File: config.mk
export PLATFORM = sky130hd
export DESIGN_NAME = rs_encoder
export DESIGN_NICKNAME = d
export VERILOG_FILES = /design/src/rtl/rs_pkg.sv /design/src/rtl/gf256_mul_const.sv /design/src/rtl/rs_encoder.sv
export SDC_FILE = /design/constraint.sdc
export NUM_CORES = 1
export LEC_CHECK = 0
export ABC_AREA = 1
export CELL_PAD_IN_SITES_DETAIL_PLACEMENT = 0
export CELL_PAD_IN_SITES_GLOBAL_PLACEMENT = 1
export CORE_UTILIZATION = 46
export CTS_CLUSTER_DIAMETER = 80
export CTS_CLUSTER_SIZE = 10
export DETAILED_ROUTE_END_ITERATION = 12
export GPL_TIMING_DRIVEN = 0
export PLACE_DENSITY_LB_ADDON = 0.2
export SYNTH_ARGS = -nofsm -noshare
export SYNTH_HDL_FRONTEND = slang
export SYNTH_HIERARCHICAL = 1
export SYNTH_SLANG_ARGS = --single-unit
export TNS_END_PERCENT = 50
File: constraint.sdc
create_clock -name Clk -period 6.7 [get_ports Clk]
set_input_delay 0.67 -clock Clk [delete_from_list [all_inputs] [get_ports Clk]]
set_output_delay 0.67 -clock Clk [all_outputs]
set_load 0.05 [all_outputs]
File: src/rtl/rs_pkg.sv
// Shared definitions for the DVB-T RS(204,188) encoder and decoder blocks.
// GF(256) with primitive polynomial 0x11D, alpha = 0x02, first root alpha^0.
package rs_pkg;

   localparam int unsigned GF_W    = 8;
   localparam logic [8:0]  GF_POLY = 9'h11D;

   localparam int unsigned RS_N    = 204;
   localparam int unsigned RS_K    = 188;
   localparam int unsigned RS_NPAR = 16;

   // g(x) = prod_{i=0..15} (x + alpha^i); G_COEF[j] is the x^j coefficient, x^16 is monic
   localparam logic [GF_W-1:0] G_COEF [0:RS_NPAR-1] = '{
      8'h3B, 8'h24, 8'h32, 8'h62, 8'hE5, 8'h29, 8'h41, 8'hA3,
      8'h08, 8'h1E, 8'hD1, 8'h44, 8'hBD, 8'h68, 8'h0D, 8'h3B
   };

   typedef enum logic {
      DATA   = 1'b0,
      PARITY = 1'b1
   } rs_state_e;

   // Multiply by alpha (x) modulo the field polynomial.
   function automatic logic [GF_W-1:0] gf_xtime(input logic [GF_W-1:0] a);
      return {a[GF_W-2:0], 1'b0} ^ (a[GF_W-1] ? GF_POLY[GF_W-1:0] : GF_W'(0));
   endfunction

endpackage

File: src/rtl/gf256_mul_const.sv
// Multiply a GF(256) element by the constant C; folds to a pure XOR network.
module gf256_mul_const
   import rs_pkg::*;
#(
   parameter logic [GF_W-1:0] C = 8'h01
) (
   input  logic [GF_W-1:0] in,
   output logic [GF_W-1:0] out
);

   function automatic logic [GF_W-1:0] mul_c(input logic [GF_W-1:0] a);
      logic [GF_W-1:0] acc;
      logic [GF_W-1:0] p;
      acc = '0;
      p   = a;
      for (int k = 0; k < int'(GF_W); k++) begin
         if (C[k]) acc = acc ^ p;
         p = gf_xtime(p);
      end
      return acc;
   endfunction

   assign out = mul_c(in);

endmodule

File: src/rtl/rs_encoder.sv
// Systematic RS(204,188) encoder: forwards 188 data bytes, then appends the
// 16-byte remainder of d(x)*x^16 mod g(x) held in a 16-stage LFSR.
module rs_encoder
   import rs_pkg::*;
(
   input  logic            Clk,
   input  logic            Reset,
   input  logic [GF_W-1:0] In_Data,
   input  logic            In_Valid,
   output logic            In_Ready,
   output logic [GF_W-1:0] Out_Data,
   output logic            Out_Valid,
   output logic            Out_Sop,
   output logic            Out_Eop,
   input  logic            Out_Ready
);

   localparam int unsigned CNT_W     = 8;
   localparam int unsigned DATA_LAST = RS_K - 1;
   localparam int unsigned PAR_LAST  = RS_N - RS_K - 1;

   rs_state_e       state_q, state_d;
   logic [CNT_W-1:0] cnt_q, cnt_d;
   logic [GF_W-1:0] r_q [RS_NPAR];
   logic [GF_W-1:0] r_d [RS_NPAR];
   logic [GF_W-1:0] gfb [RS_NPAR];
   logic [GF_W-1:0] fb;
   logic [GF_W-1:0] data_d;
   logic            valid_d, sop_d, eop_d;
   logic            adv, accept;

   assign adv      = !Out_Valid || Out_Ready;
   assign In_Ready = Reset && (state_q == DATA) && adv;
   assign accept   = In_Valid && In_Ready;

   // Feedback is forced to zero while draining parity so the LFSR just shifts.
   assign fb = (state_q == DATA) ? (In_Data ^ r_q[RS_NPAR-1]) : '0;

   for (genvar j = 0; j < int'(RS_NPAR); j++) begin : g_mul
      gf256_mul_const #(.C(G_COEF[j])) u_mul (
         .in  (fb),
         .out (gfb[j])
      );
   end

   always_ff @(posedge Clk) begin
      if (!Reset) begin
         state_q   <= DATA;
         cnt_q     <= '0;
         for (int j = 0; j < int'(RS_NPAR); j++) r_q[j] <= '0;
         Out_Data  <= '0;
         Out_Valid <= 1'b0;
         Out_Sop   <= 1'b0;
         Out_Eop   <= 1'b0;
      end else begin
         state_q   <= state_d;
         cnt_q     <= cnt_d;
         for (int j = 0; j < int'(RS_NPAR); j++) r_q[j] <= r_d[j];
         Out_Data  <= data_d;
         Out_Valid <= valid_d;
         Out_Sop   <= sop_d;
         Out_Eop   <= eop_d;
      end
   end

   always_comb begin
      state_d = state_q;
      cnt_d   = cnt_q;
      for (int j = 0; j < int'(RS_NPAR); j++) r_d[j] = r_q[j];
      data_d  = Out_Data;
      valid_d = Out_Valid;
      sop_d   = Out_Sop;
      eop_d   = Out_Eop;

      // One LFSR step per emitted byte; with fb = 0 this is a plain shift-up.
      if (accept || (state_q == PARITY && adv)) begin
         r_d[0] = gfb[0];
         for (int j = 1; j < int'(RS_NPAR); j++) r_d[j] = r_q[j-1] ^ gfb[j];
      end

      if (accept) begin
         data_d  = In_Data;
         valid_d = 1'b1;
         sop_d   = (cnt_q == '0);
         eop_d   = 1'b0;
         if (cnt_q == CNT_W'(DATA_LAST)) begin
            state_d = PARITY;
            cnt_d   = '0;
         end else begin
            cnt_d = cnt_q + CNT_W'(1);
         end
      end else if (state_q == PARITY && adv) begin
         data_d  = r_q[RS_NPAR-1];
         valid_d = 1'b1;
         sop_d   = 1'b0;
         eop_d   = (cnt_q == CNT_W'(PAR_LAST));
         if (cnt_q == CNT_W'(PAR_LAST)) begin
            state_d = DATA;
            cnt_d   = '0;
            for (int j = 0; j < int'(RS_NPAR); j++) r_d[j] = '0;
         end else begin
            cnt_d = cnt_q + CNT_W'(1);
         end
      end else if (adv) begin
         valid_d = 1'b0;
      end
   end

endmodule

== Word level (Yosys, flattened, before mapping) ==
Memory sizes are Yosys's and may differ from the RTL's.
Index checks and enable logic that the tools add are counted.

* Add/subtract/negate cells: 1
* Multipliers: 0
* Divide/modulo/power cells: 0
* $lt $le $gt $ge: 0
* Equal/unequal tests: 3
* Shift-type cells: 0
* Multiplexer cells: 45
* Bitwise operators: 72
* Reductions and logical operators: 13

{| class="wikitable"
|+ Operator list
! kind !! number
|-
| $mux W128 || 4
|-
| $xor A8 B8 Y8 || 53
|-
| $mux W8 || 23
|-
| $mux W5 || 7
|-
| $or A1 B1 Y1 || 16
|-
| $mux W1 || 11
|-
| $add A8 B1 Y8 const B || 1
|-
| $eq A8 B4 Y1 const B || 1
|-
| $eq A8 B8 Y1 const B || 1
|-
| $logic_not A8 Y1 || 1
|-
| $xor A8 B5 Y8 || 1
|-
| $logic_and A1 B1 Y1 || 4
|-
| $reduce_bool A2 Y1 || 2
|-
| $reduce_and A3 Y1 || 1
|-
| $reduce_bool A3 Y1 || 1
|-
| $logic_or A1 B1 Y1 || 2
|-
| $ne A2 B1 Y1 const B || 1
|-
| $not A1 Y1 || 2
|-
| $reduce_or A2 Y1 || 1
|-
| $logic_not A1 Y1 || 1
|}

* Bits in registers: 20
* Bits in latches: 0
* RAM bits: 128
* Memory bits (read-only): 0
* Bits of input ports: 12
* Output and inout bits: 12
* Memories kept: 1

{| class="wikitable"
|+ Memories
! name !! words !! width !! rd ports !! clocked after Yosys merged registers in !! write ports !! line !! text
|-
| r_q || 16 || 8 || 16 || 0 || 16 || rs_encoder.sv:24 || <nowiki>logic [GF_W-1:0] r_q [RS_NPAR];</nowiki>
|}

== Logic depth before layout (Yosys ltp) ==
Gate-level depths: netlist (run 1).
An unclocked memory read counts as a cell.

* Word-level depth: 24
* Mapped depth: 20
* Gate-level depth less buffers: 20

== Modules after synthesis ==
The synthesis (run 1) kept the hierarchy.

{| class="wikitable"
|+ Modules (own cells, without submodules)
! module !! times used !! cells each !! area an instance (sq um) !! seq. area each (sq um)
|-
| rs_encoder || 1 || 865 || 6705.2 || 2962.8
|-
| gf256_mul_const at g_mul[0].u_mul ... || 2 || 108 || 479.2 || 0.0
|-
| gf256_mul_const at g_mul[4].u_mul || 1 || 133 || 704.4 || 0.0
|-
| gf256_mul_const at g_mul[12].u_mul || 1 || 106 || 601.8 || 0.0
|-
| gf256_mul_const at g_mul[13].u_mul || 1 || 105 || 539.3 || 0.0
|-
| gf256_mul_const at g_mul[10].u_mul || 1 || 100 || 534.3 || 0.0
|-
| gf256_mul_const at g_mul[7].u_mul || 1 || 99 || 476.7 || 0.0
|-
| gf256_mul_const at g_mul[9].u_mul || 1 || 71 || 415.4 || 0.0
|-
| gf256_mul_const at g_mul[2].u_mul || 1 || 84 || 390.4 || 0.0
|-
| gf256_mul_const at g_mul[3].u_mul || 1 || 69 || 367.9 || 0.0
|-
| gf256_mul_const at g_mul[14].u_mul || 1 || 68 || 351.6 || 0.0
|-
| gf256_mul_const at g_mul[1].u_mul || 1 || 66 || 330.3 || 0.0
|-
| gf256_mul_const at g_mul[5].u_mul || 1 || 43 || 279.0 || 0.0
|-
| gf256_mul_const at g_mul[11].u_mul || 1 || 45 || 260.2 || 0.0
|-
| +2 rows || -- || -- || -- || --
|}

== Worst setup path after synthesis (run 1) ==
Ideal clock, no wire load.

* Path type: input to register
* Start: in In_Data[1]
* End: mem r_q[4][1] (netlist: r_q[0][33])
* Library setup time: 0.116 ns
* Arrival time: 4.902 ns
* Slack: 1.682 ns
* Stages on the path: 15
* Cell sequence: inv_1 > o21ai_0 > a21oi_1 > inv_2 > nand2_8 > nand2_4 > xor2_2 > or2_1 > nand2_1 > nand2_1 > nand2_1 > xnor2_1 > nand2_1 > o21ai_1 > nor2_1

{| class="wikitable"
|+ RTL lines
! what !! line !! text
|-
| start: declaration || rs_encoder.sv:8 || <nowiki>input logic [GF_W-1:0] In_Data,</nowiki>
|-
| end: declaration || rs_encoder.sv:24 ||
|}

==> results of run 1 <==
==> power by group through the flow <==
stage	sequential (mW)	clock, mW	combinational, mW
after detailed placement	1.04	0	2.26
after floorplan	1.03	0	1.83
after global placement	1.04	0	2.23
after global routing	1.03	1.04	2.55
after CTS	1.02	0.998	2.27
final	1.02	0.976	2.26
==> cell families (layout without fill, tap and decap cells) <==
group | Yosys count | after routing | share of synthesized area
AOI/OAI and AO/OA | 163 | 163 | 0.0622
adders and majority gates | 2 | 2 | 0.00188
buffers and inverters | 311 | 381 | 0.116
and+or+nand+nor | 1270 | 1270 | 0.409
xor gates and xnor gates | 273 | 273 | 0.188
DFF | 148 | 148 | 0.222
==> critical path: stages <==
cell and delay (ns):
clkdlybuf4s50_1 0.41, inv_1 0.13, o21ai_0 0.14, a21oi_4 0.59
buf_16 0.25, buf_2 0.22, xor2_1 0.22, nand2_1 0.10
nand2_2 0.13, xor2_1 0.19, xor2_1 0.22, xnor2_1 0.15
nand2_1 0.07, o21ai_1 0.07, nor2_1 0.05
==> final timing paths <==
kind	from	endpoint	slack (ns)	cells after the start
max reg2reg	state_q$_SDFFE_PN0P_	r_q[1][32]$_SDFF_PN0_	3.51	14
min	r_q[0][0]$_SDFF_PN0_	r_q[0][0]$_SDFF_PN0_	0.48	2
max	In_Data[4]	r_q[1][32]$_SDFF_PN0_	3.38	15
min reg2reg	r_q[0][0]$_SDFF_PN0_	r_q[0][0]$_SDFF_PN0_	0.48	2
==> metal layers <==
| layer | global-route usage | wire length [µm] | vias to the layer above |
|---|---|---|---|
| li1 | - | - | 6757 |
| met1 | 0.318 | 16900 | 5528 |
| met2 | 0.402 | 15400 | 165 |
| met3 | 0.0282 | 1010 | 22 |
| met4 | 0.0535 | 359 | 0 |
| met5 | 0 | 0 | - |
==> synthesized netlist by cell type <==
cell type | n | share of area
o21bai_1 | 1 | 0.00056
clkbuf_2 | 1 | 0.00038
nand3_1 | 160 | 0.060
nand2_1 | 811 | 0.23
nand2_4 | 13 | 0.011
or2_1 | 1 | 0.00047
nand3b_1 | 4 | 0.0023
nor2_4 | 2 | 0.0017
xnor2_2 | 5 | 0.0061
buf_2 | 16 | 0.0060
inv_2 | 39 | 0.011
nand4_1 | 2 | 0.00094
xor2_1 | 83 | 0.055
buf_4 | 37 | 0.021
inv_4 | 5 | 0.0023
inv_1 | 181 | 0.051
ha_1 | 2 | 0.0019
inv_8 | 1 | 0.00085
o22ai_1 | 7 | 0.0033
nor2_1 | 171 | 0.048
nor3_1 | 1 | 0.00038
nor3b_1 | 1 | 0.00056
o21ai_1 | 117 | 0.044
dfxtp_1 | 148 | 0.22
a21oi_1 | 23 | 0.0086
o21ai_0 | 14 | 0.0053
nand2_2 | 81 | 0.038
nand2_8 | 1 | 0.0015
nor2_2 | 4 | 0.0019
inv_6 | 2 | 0.0013
a31oi_1 | 1 | 0.00047
buf_8 | 1 | 0.0011
buf_6 | 24 | 0.020
nand3_2 | 18 | 0.014
clkbuf_1 | 4 | 0.0011
xor2_2 | 5 | 0.0061
xnor2_4 | 2 | 0.0041
xnor2_1 | 178 | 0.12
==> layout make-up <==
class                      count  area, µm²
fill                        2893      13100
multi-input combinational   1708       8890
sequential                   148       2960
inverter                     228        886
buffer                        83        663
timing repair buffer          38        591
tap                          378        473
clock buffer                  17        425
clock inverter                15        184
==> flip-flops by register name, summed over array words and instances (netlist names) <==
register and cells:
cnt_q 8, Out_Data 8, r_q 128, Out_Valid 1, state_q 1, Out_Sop 1, Out_Eop 1
==> through the flow <==
stage | util | std cells | cell area [µm²] | setup TNS, ns
global placement | 0.498 | 2568 | 14000 | -75.69
CTS | 0.535 | 2615 | 15100 | 0
global route | 0.535 | 2615 | 15100 | 0
detailed placement | 0.514 | 2583 | 14500 | 0
finish | 0.535 | 2615 | 15100 | 0
floorplan | - | 2167 | 13300 | 0
==> impl_metrics.csv, run 1 <==
group,metric,value,unit
cts,cts_hold_buffers,0,
floorplanning,coreArea,28200,µm²
detailed_routing,drt_pass1_iterations,5,
timing,min_period_over_period,0.495,
layout,final_cell_mix,"nand2_1, inv_1, xnor2_1",
timing,finalMaxSlewViolations,0,
yosys,synth.cell_area,13300,µm²
cts,cts_buffer_depth,2,
cts,cts_setup_buffers,0,
detailed_routing,vias_per_cell,4.77,
run_status,run_status,"finished, final reports clean",
layout,area_delta_synth_final,13.2,%
detailed_routing,wl_per_cell,12.9,µm
layout,nets,2238,
pwr,cell_internal_pwr,2.40,mW
pwr,clkPwrFrac,0.229,
timing,fmax,301,MHz
critical_path,start_kind,"input port",
pwr,switchingPower,1.85,mW
timing,setup_viol,0,
floorplanning,die-area,29600,µm²
placement,port_buffers,23,
yosys,yosysUniqueCellTypes,38,
floorplanning,io_pins,24,
floorplanning,die_w,172,µm
pwr,p_seq_frac,0.240,
timing,tightestPinTransition,0.955,ns
detailed_routing,drtIter0Drc,688,
floorplanning,die_h,172,µm
global_route,grt_overflow,0,
flow_run,maxCapViolCount,0,
pwr,power_per_cell_area,282,nW/µm²
layout,drive_gt1_frac,0.139,
floorplanning,rows,61,
timing,clock_skew,0.0136,ns
critical_path,cp.required,7.02,ns
global_route,grt_pass1_vias,11500,
pwr,combPwrFrac,0.531,
layout,antenna_cells,0,
pwr,p_sw_frac,0.435,
placement,gp_congestion,0.795,
pwr,power.total,4.25,mW
floorplanning,start_util,0.473,
yosys,synthesis.area_per_instance,6.15,µm²
timing,holdWs,0.480,ns
cts,cts_buffers,17,
global_route,grt_pass1_wl,55600,µm
cts,clkTransAtPathRegs,0.07,ns
timing,slew_headroom,0.362,
cts,htree_levels,4,
cts,cts_tree,"built",
timing,period_needed,3.32,ns
global_route,antenna_found_initial,0,
yosys,syn_inst,2167,
critical_path,cp_max_fo,17,
yosys,yosys_warnings,6,
placement,place_ws,2.92,ns
detailed_routing,routed_wl,33600,µm
detailed_routing,drc,0,
detailed_routing,postRouteAntennaNets,0,
timing,fin_ws,3.38,ns
pwr,peakVddDrop,0.204,mV
timing,rsz0062_at_grt,"no",
worst_hold_path,hold_path.class,"reg -> reg",
critical_path,criticalPathCategory,"in -> reg",
critical_path,cp-end-kind,"flop",
detailed_routing,dr_total_vias,12500,
cts,cts_root_buffer,"clkbuf_16",
placement,hpwl,25500,µm
global_route,grt_use_total,0.237,
yosys,synth.yosys.seq_area_share,0.222,
cts,clock_latency,0.44,ns
global_route,grt_max_degree,27,
yosys,syn-num-nets,2181,
cts,cts_resized,0,
critical_path,worstPathArrival,3.64,ns
pwr,p_leak,7.44,nW
layout,final_common_cell,"nand2_1",
yosys,ys_seq_elements,148,
timing,hold_viol,0,
cts,cts_sinks,148,
Power figures use the tool's default switching activity.
==> inputs of run 2 (changes only) <==
- CORE_UTILIZATION: 46 -> 41
- clock period: 6.7 -> 3 ns (I/O delays scaled with it)
==> run 2 against run 1 <==
Power up 130%. Die area up 12%. First-iteration DRC count is 12% lower. Core utilization fell by 5.5 points. Non-clock buffer count rose by 11. Combinational power up 130%.
==> impl_metrics.csv, run 2 (synthesis results as in run 1) <==
group,metric,value,unit
run_status,run_status,"finished, final reports clean",
detailed_routing,vias_per_cell,4.76,
timing,min_period_over_period,0.908,
timing,slew_headroom,0.600,
detailed_routing,drc,0,
cts,clock_latency,0.43,ns
detailed_routing,dr_total_vias,12600,
detailed_routing,wl_per_cell,13.2,µm
cts,clkTransAtPathRegs,0.07,ns
layout,utilization,0.480,
floorplanning,coreArea,31700,µm²
layout,area_delta_synth_final,14.4,%
timing,fmax,367,MHz
critical_path,r2r-start,"state_q$_SDFFE_PN0P_",
layout,nets,2249,
global_route,gr-max-usage-layer,"met2",
critical_path,worstPathArrival,3.05,ns
cts,cts_hold_buffers,0,
timing,rsz0062_at_grt,"yes",
floorplanning,die_h,182,µm
pwr,power_per_cell_area,630,nW/µm²
critical_path,r2r-end,"r_q[0][34]$_SDFF_PN0_",
cts,cts_sinks,148,
critical_path,r2r_setup_slack,0.27,ns
pwr,p_leak,7.50,nW
cts,cts_tree,"built",
critical_path,r2r_cells,19,
timing,holdWs,0.490,ns
layout,largest_reg_flops,128,
placement,place_area,14500,µm²
critical_path,cp_max_fo,19,
placement,gp_congestion,0.818,
layout,final_cell_mix,"nand2_1, inv_1, xnor2_1",
global_route,use_met1,0.300,
detailed_routing,drtIter0Drc,605,
detailed_routing,postRouteAntennaNets,0,
layout,final_common_cell,"nand2_1",
pwr,peakVddDrop,0.402,mV
timing,clock_skew,0.00779,ns
critical_path,cp-startpoint,"state_q$_SDFFE_PN0P_",
global_route,use_met2,0.358,
timing,hold_viol,0,
timing,finalMaxSlewViolations,0,
global_route,antenna_found_initial,0,
floorplanning,die_w,182,µm
floorplanning,io_pins,24,
floorplanning,die-area,33200,µm²
layout,antenna_cells,0,
timing,final.setup.tns,0,ns
placement,hpwl,26100,µm
global_route,grt_pass1_wl,58100,µm
detailed_routing,drt_pass1_iterations,6,
placement,port_buffers,23,
global_route,use_met3,0.0277,
critical_path,cp-end-kind,"flop",
global_route,grt_max_degree,28,
critical_path,setup.worst_path.end,"r_q[0][34]$_SDFF_PN0_",
cts,cts_buffer_depth,2,
floorplanning,start_util,0.420,
timing,period_needed,2.73,ns
cts,cts_root_buffer,"clkbuf_16",
critical_path,cp.required,3.32,ns
layout,drive_gt1_frac,0.144,
global_route,grt_pass1_vias,11800,
critical_path,start_kind,"flop",
global_route,grt_use_total,0.216,
floorplanning,rows,65,
cts,cts_buffers,17,
critical_path,criticalPathCategory,"reg -> reg",
layout,max_flop_register,"r_q",
global_route,grt_overflow,0,
cts,htree_levels,4,
worst_hold_path,hold_path.class,"reg -> reg",
timing,tightestPinTransition,0.595,ns
layout,largestRegisters,"r_q x128, Out_Data x8, cnt_q x8",
timing,setup_viol,0,
layout,postLayoutCellArea,15200,µm²
detailed_routing,routed_wl,34900,µm
flow_run,maxCapViolCount,0,
## run 2: metal layers
| layer | vias up | part of all wire |
|---|---|---|
| met1 | 5684 | 0.51 |
| met3 | 20 | 0.024 |
| li1 | 6778 | - |
| met2 | 127 | 0.45 |
| met5 | - | 0 |
| met4 | 0 | 0.0087 |
## run 2: how the worst min path moves through the flow
stage | start | to | slack, ns | depth (start not counted)
global placement | r_q[0][0]$_SDFF_PN0_ | r_q[0][0]$_SDFF_PN0_ | 0.47 | 2
CTS | r_q[0][0]$_SDFF_PN0_ | r_q[0][0]$_SDFF_PN0_ | 0.49 | 2
global route | r_q[0][1]$_SDFF_PN0_ | r_q[0][1]$_SDFF_PN0_ | 0.50 | 2
finish | r_q[0][5]$_SDFF_PN0_ | r_q[0][5]$_SDFF_PN0_ | 0.49 | 2
floorplan | Reset | cnt_q[0]$_SDFFE_PN0N_ | 0.42 | 2
detailed placement | Out_Sop$_SDFFE_PN0N_ | Out_Sop$_SDFFE_PN0N_ | 0.48 | 2
## run 2: repair_timing
| action | 4_1_cts | 5_1_grt |
|---|---|---|
| endpoints found under the hold margin | 0 | 0 |
| setup endpoints to repair | 23 | 22 |
| pin swaps | 0 | 1 |
| gates cloned | 0 | 1 |
| gates resized for setup | 1 | 3 |
| buffers inserted | 6 | 3 |
## run 2: power by group
| group | total (mW) | switching, mW | internal [mW] | leakage, nW |
|---|---|---|---|---|
| Sequential | 2.28 | 0.135 | 2.15 | 1.22 |
| Clock | 2.21 | 0.885 | 1.33 | 0.285 |
| Combinational | 5.10 | 2.97 | 2.13 | 6.00 |
| Total | 9.59 | 3.99 | 5.61 | 7.50 |
## run 2: layout make-up
cell class,count,area [µm²]
sequential,148,2960
multi-input combinational,1708,8890
tap,402,503
clock inverter,13,158
clock buffer,19,443
fill,3361,16500
timing repair buffer,49,718
inverter,228,888
buffer,83,667
## run 2: through the flow
| step | power, mW | std cells | setup slack, ns |
|---|---|---|---|
| finish | 9.59 | 2650 | 0.275 |
| global route | 10.4 | 2650 | -0.0157 |
| CTS | 9.67 | 2646 | 0.0393 |
| detailed placement | 7.41 | 2608 | -0.539 |
| global placement | 7.23 | 2592 | -1.29 |
| floorplan | 6.36 | 2167 | 0.0154 |
## run 2: critical path: stages, from the launching register on
cell and delay, ns:
dfxtp_2 0.38, inv_4 0.10, o21ai_0 0.14, a21oi_4 0.37, buf_12 0.26, buf_16 0.19, inv_1 0.06, nand2_1 0.05
nand2_1 0.13, nand2_1 0.11, nand2_1 0.07, inv_1 0.05, nand3_1 0.09, nand2_1 0.08, nand2_1 0.04, nand2_1 0.10
xnor2_1 0.13, nand2_1 0.09, o21ai_1 0.09, nor2_1 0.06
